File: src/rtl/adder_pkg.sv
// rtl/adder_pkg.sv - shared FSM state type and index-width helper for the chunked adder
package adder_pkg;

    typedef enum logic [1:0] {
        IDLE = 2'd0,
        CALC = 2'd1,
        DONE = 2'd2
    } state_e;

    // Width of the chunk index counter; never narrower than one bit.
    function automatic int idx_width(input int num_chunks);
        return (num_chunks <= 1) ? 1 : $clog2(num_chunks);
    endfunction

endpackage

File: src/rtl/adder_chunked_seq_if.sv
// rtl/adder_chunked_seq_if.sv - operand/result handshake bundle for the chunked adder
interface adder_chunked_seq_if #(
    parameter int WIDTH = 32
);
    logic             in_valid;
    logic             in_ready;
    logic [WIDTH-1:0] a;
    logic [WIDTH-1:0] b;
    logic             cin;
    logic             out_valid;
    logic             out_ready;
    logic [WIDTH-1:0] sum;
    logic             cout;
    logic             ovf;

    modport master (
        output in_valid, a, b, cin, out_ready,
        input  in_ready, out_valid, sum, cout, ovf
    );

    modport slave (
        input  in_valid, a, b, cin, out_ready,
        output in_ready, out_valid, sum, cout, ovf
    );
endinterface

File: src/rtl/adder_chunk.sv
// rtl/adder_chunk.sv - combinational CHUNK-bit ripple adder built from full_adder cells
module adder_chunk #(
    parameter int CHUNK = 8
) (
    input  logic [CHUNK-1:0] a,
    input  logic [CHUNK-1:0] b,
    input  logic             cin,
    output logic [CHUNK-1:0] sum,
    output logic             cout,
    output logic             msb_cin
);
    logic [CHUNK:0] c;

    assign c[0] = cin;

    for (genvar i = 0; i < CHUNK; i++) begin : g_fa
        full_adder u_fa (
            .a    (a[i]),
            .b    (b[i]),
            .cin  (c[i]),
            .sum  (sum[i]),
            .cout (c[i+1])
        );
    end

    assign cout    = c[CHUNK];
    // Carry into the top bit of this chunk; used for signed overflow on the last chunk.
    assign msb_cin = c[CHUNK-1];
endmodule

File: src/rtl/full_adder.sv
// rtl/full_adder.sv - single-bit full adder cell
module full_adder (
    input  logic a,
    input  logic b,
    input  logic cin,
    output logic sum,
    output logic cout
);
    assign sum  = a ^ b ^ cin;
    assign cout = (a & b) | (cin & (a ^ b));
endmodule

File: src/rtl/adder_chunked_seq.sv
// rtl/adder_chunked_seq.sv - multi-cycle chunked adder; ADDER_SIGNED_OVF_EN enables signed overflow output
module adder_chunked_seq
    import adder_pkg::*;
#(
    parameter int WIDTH = 32,
    parameter int CHUNK = 8
) (
    input  logic                 clk,
    input  logic                 rst_n,
    adder_chunked_seq_if.slave   bus
);
    localparam int CHUNK_SAFE = (CHUNK > 0) ? CHUNK : 1;
    localparam int NUM_CHUNKS = WIDTH / CHUNK_SAFE;
    localparam int IDX_W      = idx_width(NUM_CHUNKS);

    localparam logic [1:0] ST_IDLE = IDLE;
    localparam logic [1:0] ST_CALC = CALC;
    localparam logic [1:0] ST_DONE = DONE;

    if ((CHUNK == 0) || ((WIDTH % CHUNK_SAFE) != 0)) begin : g_bad_cfg
        $error("adder_chunked_seq: WIDTH must be a positive multiple of CHUNK");
    end

    logic [1:0]       state_q, state_d;
    logic [IDX_W-1:0] idx_q, idx_d;
    logic [WIDTH-1:0] a_q, a_d, b_q, b_d, sum_q, sum_d;
    logic             carry_q, carry_d, cout_q, cout_d;

    logic [CHUNK_SAFE-1:0] a_chunk, b_chunk, s_chunk;
    logic                  c_chunk, msb_cin;
    logic                  last_chunk;
    int                    base;

    // Select the operand slice addressed by the current chunk index.
    always_comb begin
        base       = int'(idx_q) * CHUNK_SAFE;
        a_chunk    = a_q[base +: CHUNK_SAFE];
        b_chunk    = b_q[base +: CHUNK_SAFE];
        last_chunk = (idx_q == IDX_W'(NUM_CHUNKS - 1));
    end

    adder_chunk #(.CHUNK(CHUNK_SAFE)) u_chunk (
        .a       (a_chunk),
        .b       (b_chunk),
        .cin     (carry_q),
        .sum     (s_chunk),
        .cout    (c_chunk),
        .msb_cin (msb_cin)
    );

`ifdef ADDER_SIGNED_OVF_EN
    logic ovf_q, ovf_d;
    // Signed overflow is the disagreement of the carries into and out of the MSB.
    always_comb begin
        ovf_d = ovf_q;
        if (state_q == ST_CALC && last_chunk) begin
            ovf_d = msb_cin ^ c_chunk;
        end
    end
    // Overflow flag register, cleared by reset.
    always_ff @(posedge clk or negedge rst_n) begin
        if (!rst_n) ovf_q <= 1'b0;
        else        ovf_q <= ovf_d;
    end
    assign bus.ovf = ovf_q;
`else
    logic unused_msb_cin;
    assign unused_msb_cin = msb_cin;
    assign bus.ovf        = 1'b0;
`endif

    // FSM next state: accept in IDLE, one chunk per cycle in CALC, hold in DONE.
    always_comb begin
        state_d = state_q;
        idx_d   = idx_q;
        a_d     = a_q;
        b_d     = b_q;
        sum_d   = sum_q;
        carry_d = carry_q;
        cout_d  = cout_q;
        case (state_q)
            ST_IDLE: begin
                if (bus.in_valid) begin
                    a_d     = bus.a;
                    b_d     = bus.b;
                    carry_d = bus.cin;
                    idx_d   = '0;
                    state_d = ST_CALC;
                end
            end
            ST_CALC: begin
                sum_d[base +: CHUNK_SAFE] = s_chunk;
                carry_d = c_chunk;
                if (last_chunk) begin
                    cout_d  = c_chunk;
                    idx_d   = '0;
                    state_d = ST_DONE;
                end else begin
                    idx_d = idx_q + IDX_W'(1);
                end
            end
            ST_DONE: begin
                if (bus.out_ready) state_d = ST_IDLE;
            end
            default: state_d = ST_IDLE;
        endcase
    end

    // State, operand and result registers; reset discards any in-flight operation.
    always_ff @(posedge clk or negedge rst_n) begin
        if (!rst_n) begin
            state_q <= ST_IDLE;
            idx_q   <= '0;
            a_q     <= '0;
            b_q     <= '0;
            sum_q   <= '0;
            carry_q <= 1'b0;
            cout_q  <= 1'b0;
        end else begin
            state_q <= state_d;
            idx_q   <= idx_d;
            a_q     <= a_d;
            b_q     <= b_d;
            sum_q   <= sum_d;
            carry_q <= carry_d;
            cout_q  <= cout_d;
        end
    end

    assign bus.in_ready  = (state_q == ST_IDLE);
    assign bus.out_valid = (state_q == ST_DONE);
    assign bus.sum       = sum_q;
    assign bus.cout      = cout_q;
endmodule

File: src/flat_wrapper.sv
// flat-port wrapper written by rule: the top's interface ports become plain ports
module adder_chunked_seq_flat import adder_pkg::*;
#(
    parameter int WIDTH = 32,
    parameter int CHUNK = 8
)
  (clk, rst_n, bus_in_valid, bus_a, bus_b, bus_cin, bus_out_ready, bus_in_ready, bus_out_valid, bus_sum, bus_cout, bus_ovf);
  adder_chunked_seq_if #(.WIDTH(WIDTH)) bus_i ();
  input  logic clk;
  input  logic rst_n;
  input wire logic [$bits(bus_i.in_valid)-1:0] bus_in_valid;
  input wire logic [$bits(bus_i.a)-1:0] bus_a;
  input wire logic [$bits(bus_i.b)-1:0] bus_b;
  input wire logic [$bits(bus_i.cin)-1:0] bus_cin;
  input wire logic [$bits(bus_i.out_ready)-1:0] bus_out_ready;
  output wire logic [$bits(bus_i.in_ready)-1:0] bus_in_ready;
  output wire logic [$bits(bus_i.out_valid)-1:0] bus_out_valid;
  output wire logic [$bits(bus_i.sum)-1:0] bus_sum;
  output wire logic [$bits(bus_i.cout)-1:0] bus_cout;
  output wire logic [$bits(bus_i.ovf)-1:0] bus_ovf;
  assign bus_i.in_valid = bus_in_valid;
  assign bus_i.a = bus_a;
  assign bus_i.b = bus_b;
  assign bus_i.cin = bus_cin;
  assign bus_i.out_ready = bus_out_ready;
  assign bus_in_ready = bus_i.in_ready;
  assign bus_out_valid = bus_i.out_valid;
  assign bus_sum = bus_i.sum;
  assign bus_cout = bus_i.cout;
  assign bus_ovf = bus_i.ovf;
  adder_chunked_seq #(.WIDTH(WIDTH), .CHUNK(CHUNK)) u_core (.clk(clk), .rst_n(rst_n), .bus(bus_i));
endmodule
File: config.mk
export PLATFORM = sky130hd
export DESIGN_NAME = adder_chunked_seq_flat
export DESIGN_NICKNAME = d
export VERILOG_FILES = /design/src/rtl/adder_pkg.sv /design/src/rtl/adder_chunked_seq_if.sv /design/src/rtl/adder_chunk.sv /design/src/rtl/full_adder.sv /design/src/rtl/adder_chunked_seq.sv /design/src/flat_wrapper.sv
export SDC_FILE = /design/constraint.sdc
export NUM_CORES = 1
export LEC_CHECK = 0
export ABC_AREA = 1
export BUFFER_PORTS_ARGS = -buffer_cell sky130_fd_sc_hd__buf_4
export CORE_UTILIZATION = 30
export DETAILED_ROUTE_END_ITERATION = 12
export PLACE_DENSITY = 0.46
export SLEW_MARGIN = 15
export SYNTH_ARGS = -nofsm -noshare
export SYNTH_HDL_FRONTEND = slang
export SYNTH_SLANG_ARGS = --single-unit
File: constraint.sdc
create_clock -name clk -period 5.25 [get_ports clk]
set_input_delay 0.7875 -clock clk [delete_from_list [all_inputs] [get_ports clk]]
set_output_delay 0.7875 -clock clk [all_outputs]
set_load 0.005 [all_outputs]
Word-level counts from Yosys, hierarchy flattened
Cells that the tools add are included.
{ "word_totals": {"ff_bits": 102, "latchBits": 0, "mem_bits_rw": 0, "romBits": 0, "elab_cells": 75, "n_memories": 0} }
{ "classes": {"n_addsub": 2, "n_mul": 0, "n_div": 0, "magnitude_cmp": 0, "eq_ne": 6, "shifts": 4, "n_mux": 10, "bitwise": 40, "n_reduce_logical": 6} }
{ "op_table": {"columns": ["operator", "count"], "rows": [
  ["variable part select 32 x 6 -> 8 bit", 2],
  ["negator 5 -> 33 bit", 1],
  ["variable shift 8 x 33 -> 32 bit, first input constant", 1],
  ["variable part select 8 x 33 -> 32 bit", 1],
  ["bitwise mux 32 bit", 1],
  ["AND 1 bit", 16],
  ["bitwise XOR 1 bit", 16],
  ["2-to-1 mux 2 bit", 5],
  ["bitwise OR 1 bit", 8],
  ["one-hot mux 2 bit (3 select lines)", 1],
  ["AND reduction 2 bit", 3],
  ["== test 2 bit, second input constant", 2],
  ["!= test 2 bit, second input constant", 2],
  ["one-hot mux 2 bit (2 select lines)", 1],
  ["AND reduction 3 bit", 1],
  ["adder 2 x 1 -> 2 bit, second input constant", 1],
  ["== test 2 x 1 -> 1 bit, second input constant", 1],
  ["zero test 2 bit", 1],
  ["!= test 2 x 1 -> 1 bit, second input constant", 1],
  ["one-hot mux 1 bit (2 select lines)", 1],
  ["nonzero test 2 bit", 1],
  ["2-to-1 mux 1 bit", 1]
]} }

Logic depth before layout (Yosys ltp)
{ "depth": {"ltp_word": 19, "ltp_mapped": 18} }

By module
From an unflattened synthesis, not the netlist that was laid out.
{ "hier_totals": {"hier_cells": 603, "hier_area_um2": 5002.3} }
{ "by_module_without_submodules": {"columns": ["mod", "instances", "cells_per_inst", "area_per_inst_um2"], "rows": [
  ["adder_chunked_seq", 1, 595, 4842.1],
  ["full_adder", 8, 1, 20.0]
]} }

Least setup slack after synthesis
OpenSTA, ideal clock, no wires.
{ "synth_path": {"kind": "register to register", "from": "reg u_core.idx_q[0]", "to": "reg u_core.sum_q[31] (netlist: u_core.bus.sum[31])", "setup_ps": 117, "arrival_ps": 4179, "slack_ps": 954, "stages_incl_launch_ff": 19, "path_buffers": 1, "synth_period_minus_slack_ps": 4296, "path_cell_list": "dfrtp_1 -> inv_2 -> clkbuf_1 -> nand2_1 -> nand3_1 -> nand2_1 -> fa_1 -> fa_1 -> fa_1 -> fa_1 -> fa_1 -> fa_1 -> inv_1 -> fa_1 -> fa_1 -> nand3_1 -> inv_1 -> nand2_1 -> nand2_1"} }
{ "synth_via": {"elab_chain_len": 19} }
{ "synth_lines": {"columns": ["item", "line_no", "rtl"], "rows": [
  ["start, declared", "adder_chunked_seq.sv:25", "logic [IDX_W-1:0] idx_q, idx_d;"],
  ["start signal, assigned", "adder_chunked_seq.sv:121", "idx_q <= idx_d;"],
  ["variable part select 32 x 6 -> 8 bit, on equally long branches", "adder_chunked_seq.sv:37, adder_chunked_seq.sv:38", null],
  ["bitwise XOR 1 bit", "full_adder.sv:9, full_adder.sv:10", null],
  ["AND 1 bit", "full_adder.sv:10", "assign cout = (a & b) | (cin & (a ^ b));"],
  ["bitwise OR 1 bit", "full_adder.sv:10", null],
  ["AND 1 bit", "full_adder.sv:10", null],
  ["bitwise OR 1 bit", "full_adder.sv:10", null],
  ["AND 1 bit", "full_adder.sv:10", null],
  ["bitwise OR 1 bit", "full_adder.sv:10", null],
  ["(+3 left out)", null, null],
  ["bitwise OR 1 bit", "full_adder.sv:10", null],
  ["AND 1 bit", "full_adder.sv:10", null],
  ["bitwise OR 1 bit", "full_adder.sv:10", null],
  ["AND 1 bit", "full_adder.sv:10", null],
  ["bitwise OR 1 bit", "full_adder.sv:10", null],
  ["bitwise XOR 1 bit", "full_adder.sv:9", "assign sum = a ^ b ^ cin;"],
  ["variable part select 8 x 33 -> 32 bit", "adder_chunked_seq.sv:92", "sum_d[base +: CHUNK_SAFE] = s_chunk;"],
  ["bitwise mux 32 bit *", "adder_chunked_seq.sv:92", null],
  ["end signal, assigned", "adder_chunked_seq.sv:124", "sum_q <= sum_d;"],
  ["end, declared", "adder_chunked_seq.sv:26", "logic [WIDTH-1:0] a_q, a_d, b_q, b_d, sum_q, sum_d;"]
]} }
Every way passes the cells marked *; elsewhere a longest branch is shown, timed or not.
A chain may end at the register's enable or synchronous reset.

Final worst setup path
Same ends and word-level chain as after synthesis.

==> results.ini <==
[run_status]
status=completed

[worst_setup_path]
rr_worst_depth=17
required_ns=5.50
cp-start-kind=flip-flop
arrival_ns=4.74
regToRegSetupSlack_ns=0.76
timing.rr.start=u_core.idx_q[0]
path_class=flip-flop to flip-flop
setup.worst_path.end_class=flip-flop
rr_endpoint=u_core.bus.sum[31]
path_max_fanout=43

[grt]
grt_start_max_net_pins=67
grt_first_pass_wirelength_um=21600
grt_usage=0.166
overflow=0
grt_pass1_vias=4226
antenna_found_initial=0

[placed_design]
dp_cells=914
portBuffers=103
hpwl_um=9660
post-place-ws_ns=0.783
place_congestion=0.854

[logic_synthesis]
syn_nets=705
synthCells=622
syn_area_um2=4980
ys_ff_latch=102
synth.avg_cell_area_um2=8.01
synth_cell_type_count=20
ys_seq_area_frac=0.512
yosys_warnings=0

[clocking]
post_cts_resized=0
cts_sinks=102
cts_tree=done
cts.htree.levels=3
clock_path_buffers=2
cts_made_buffers=9
post-cts-setup-buffers=0
worstSkewPairLatency_ns=0.35
ctsHoldBuffers=0
clockRootBuffer=clkbuf_16
clk_pin_slew_ns=0.07

[sta]
fin_skew_ns=0.00696
finalHoldViolCount=0
period_share=0.856
timing.fmax_mhz=223
rsz0062_at_grt=false
period_minus_slack_ns=4.49
tightestPinTransition_ns=0.733
setup_ws_ns=0.757
slew_violations=0
hold-worst-slack_ns=0.472
slew_headroom=0.511
setup-violations-final=0
fin_tns_setup_ns=0

[power_and_ir_drop]
ir_drop_v=0.000327
p_int_w=0.00223
p_sw_w=0.00177
power_per_cell_area_nw_per_um2=646
comb_power_share=0.494
switching_share=0.442
seqPwrFrac=0.337
p_leak_nw=3.36
power.total_w=0.00400
clockPowerShare=0.168

[route]
drtIter0Drc=246
routed_wl_um=13100
routedWlPerCell_um=14.1
drtPass1Iterations=4
drc=0
ant_nets=0
vias=4211
via_per_inst=4.53

[final_layout]
diodes=0
drive_gt1_frac=0.189
nNetsFinal=792
fillers=1710
syn_to_final_growth_pct=24.2
layout.cells.non_filler=930

[floorplan]
initial_utilization=0.310
die_h_um=131
die_area_um2=17100
placementRows=46
die_w_um=131
io_pins=105
core_area_um2=16100

[min_path]
min_to=u_core.b_q[6]
hold_start=u_core.b_q[6]
hold_class=flip-flop to flip-flop
holdPathStages=2

[flow_run]
timing.max_cap.violations=0

-- how the worst max path moves through the flow --
stage | startpoint | to | slack, ns | cells after the start
after global placement | u_core.idx_q[0] | u_core.bus.sum[31] | 0.83 | 17
final | u_core.idx_q[0] | u_core.bus.sum[31] | 0.76 | 17
after CTS | u_core.idx_q[0] | u_core.bus.sum[31] | 0.77 | 17
after floorplan | u_core.idx_q[0] | u_core.bus.sum[31] | 0.95 | 18
after global routing | u_core.idx_q[0] | u_core.bus.sum[23] | 0.43 | 17
after detailed placement | u_core.idx_q[0] | u_core.bus.sum[31] | 0.78 | 17
-- per-layer routing --
| metal | track usage | vias up | share of wire |
|---|---|---|---|
| met5 | 0 | - | 0 |
| met4 | 0.0548 | 0 | 0.017 |
| met3 | 0.0350 | 16 | 0.042 |
| met2 | 0.269 | 95 | 0.46 |
| met1 | 0.222 | 1950 | 0.49 |
| li1 | - | 2150 | - |
-- kinds of logic after synthesis --
family	share of synthesized area
AO/OA/AOI/OAI	0.0226
adder cells (fa/ha/maj)	0.0472
buffers and inverters	0.0605
flip-flops	0.512
other	0.000753
AND/OR/NAND/NOR	0.356
-- sequential cells by signal, summed over array words and instances, names as in the netlist --
signal and flops:
u_core.bus.sum 32, u_core.carry_q 1, u_core.b_q 32, u_core.a_q 32, u_core.bus.cout 1, u_core.idx_q 2
u_core.state_q 2
-- cell usage after synthesis (all sizes together) --
cell type | number | area [µm²]
nand3 | 108 | 546
ha | 6 | 75.1
clkinv | 1 | 3.75
inv | 25 | 93.8
dfrtp | 102 | 2550
o21ai | 15 | 75.1
conb | 1 | 3.75
clkbuf | 6 | 22.5
o211ai | 4 | 30.0
nand2 | 286 | 1070
nand4 | 1 | 6.26
o31ai | 1 | 7.51
fa | 8 | 160
buf | 28 | 181
nor2 | 30 | 150
-- critical path: stages, from the launching register on --
cell	delay, ns
dfrtp_1	0.36
buf_4	0.39
nand2_1	0.09
nand3_1	0.10
nand2_1	0.08
fa_1	0.41
fa_1	0.39
fa_1	0.39
fa_1	0.40
fa_1	0.39
fa_1	0.38
inv_1	0.08
fa_1	0.18
fa_1	0.45
nand3_1	0.13
inv_1	0.05
nand2_1	0.06
nand2_1	0.04
-- per-stage QoR --
stage / utilization / cell area (µm²)
3_3_place_gp: 0.366 / 5880
4_1_cts: 0.385 / 6180
3_5_place_dp: 0.366 / 5880
2_1_floorplan: - / 4980
5_1_grt: 0.385 / 6190
6_report: 0.385 / 6190
-- cell usage in the layout, fill, tap and decap left out, drive strengths merged --
cell type / n
ha: 6
dfrtp: 102
nand4: 1
o31ai: 1
nor2: 30
inv: 25
fa: 8
conb: 1
buf: 110
nand3: 108
nand2: 286
o211ai: 4
clkinvlp: 1
clkbuf: 14
clkinv: 2
o21ai: 15
-- power by group through the flow --
| stage | combinational (W) | sequential, W | clock, W |
|---|---|---|---|
| 6_report | 0.00198 | 0.00135 | 0.000672 |
| 3_3_place_gp | 0.00200 | 0.00137 | 0 |
| 4_1_cts | 0.00202 | 0.00135 | 0.000697 |
| 2_1_floorplan | 0.00141 | 0.00128 | 0 |
| 3_5_place_dp | 0.00202 | 0.00137 | 0 |
| 5_1_grt | 0.00230 | 0.00139 | 0.000724 |
-- cell type report --
type                    instances  area (µm²)  area share
flip-flops and latches        102        2550       0.413
multi-input cells             460        2130       0.345
well taps                     216         270      0.0437
clock inverters                 2        12.5     0.00202
inverters                      26        97.6      0.0158
repair buffers                110         826       0.133
clock buffers                  14         294      0.0475
No activity file was read; power rests on OpenSTA's default activity.
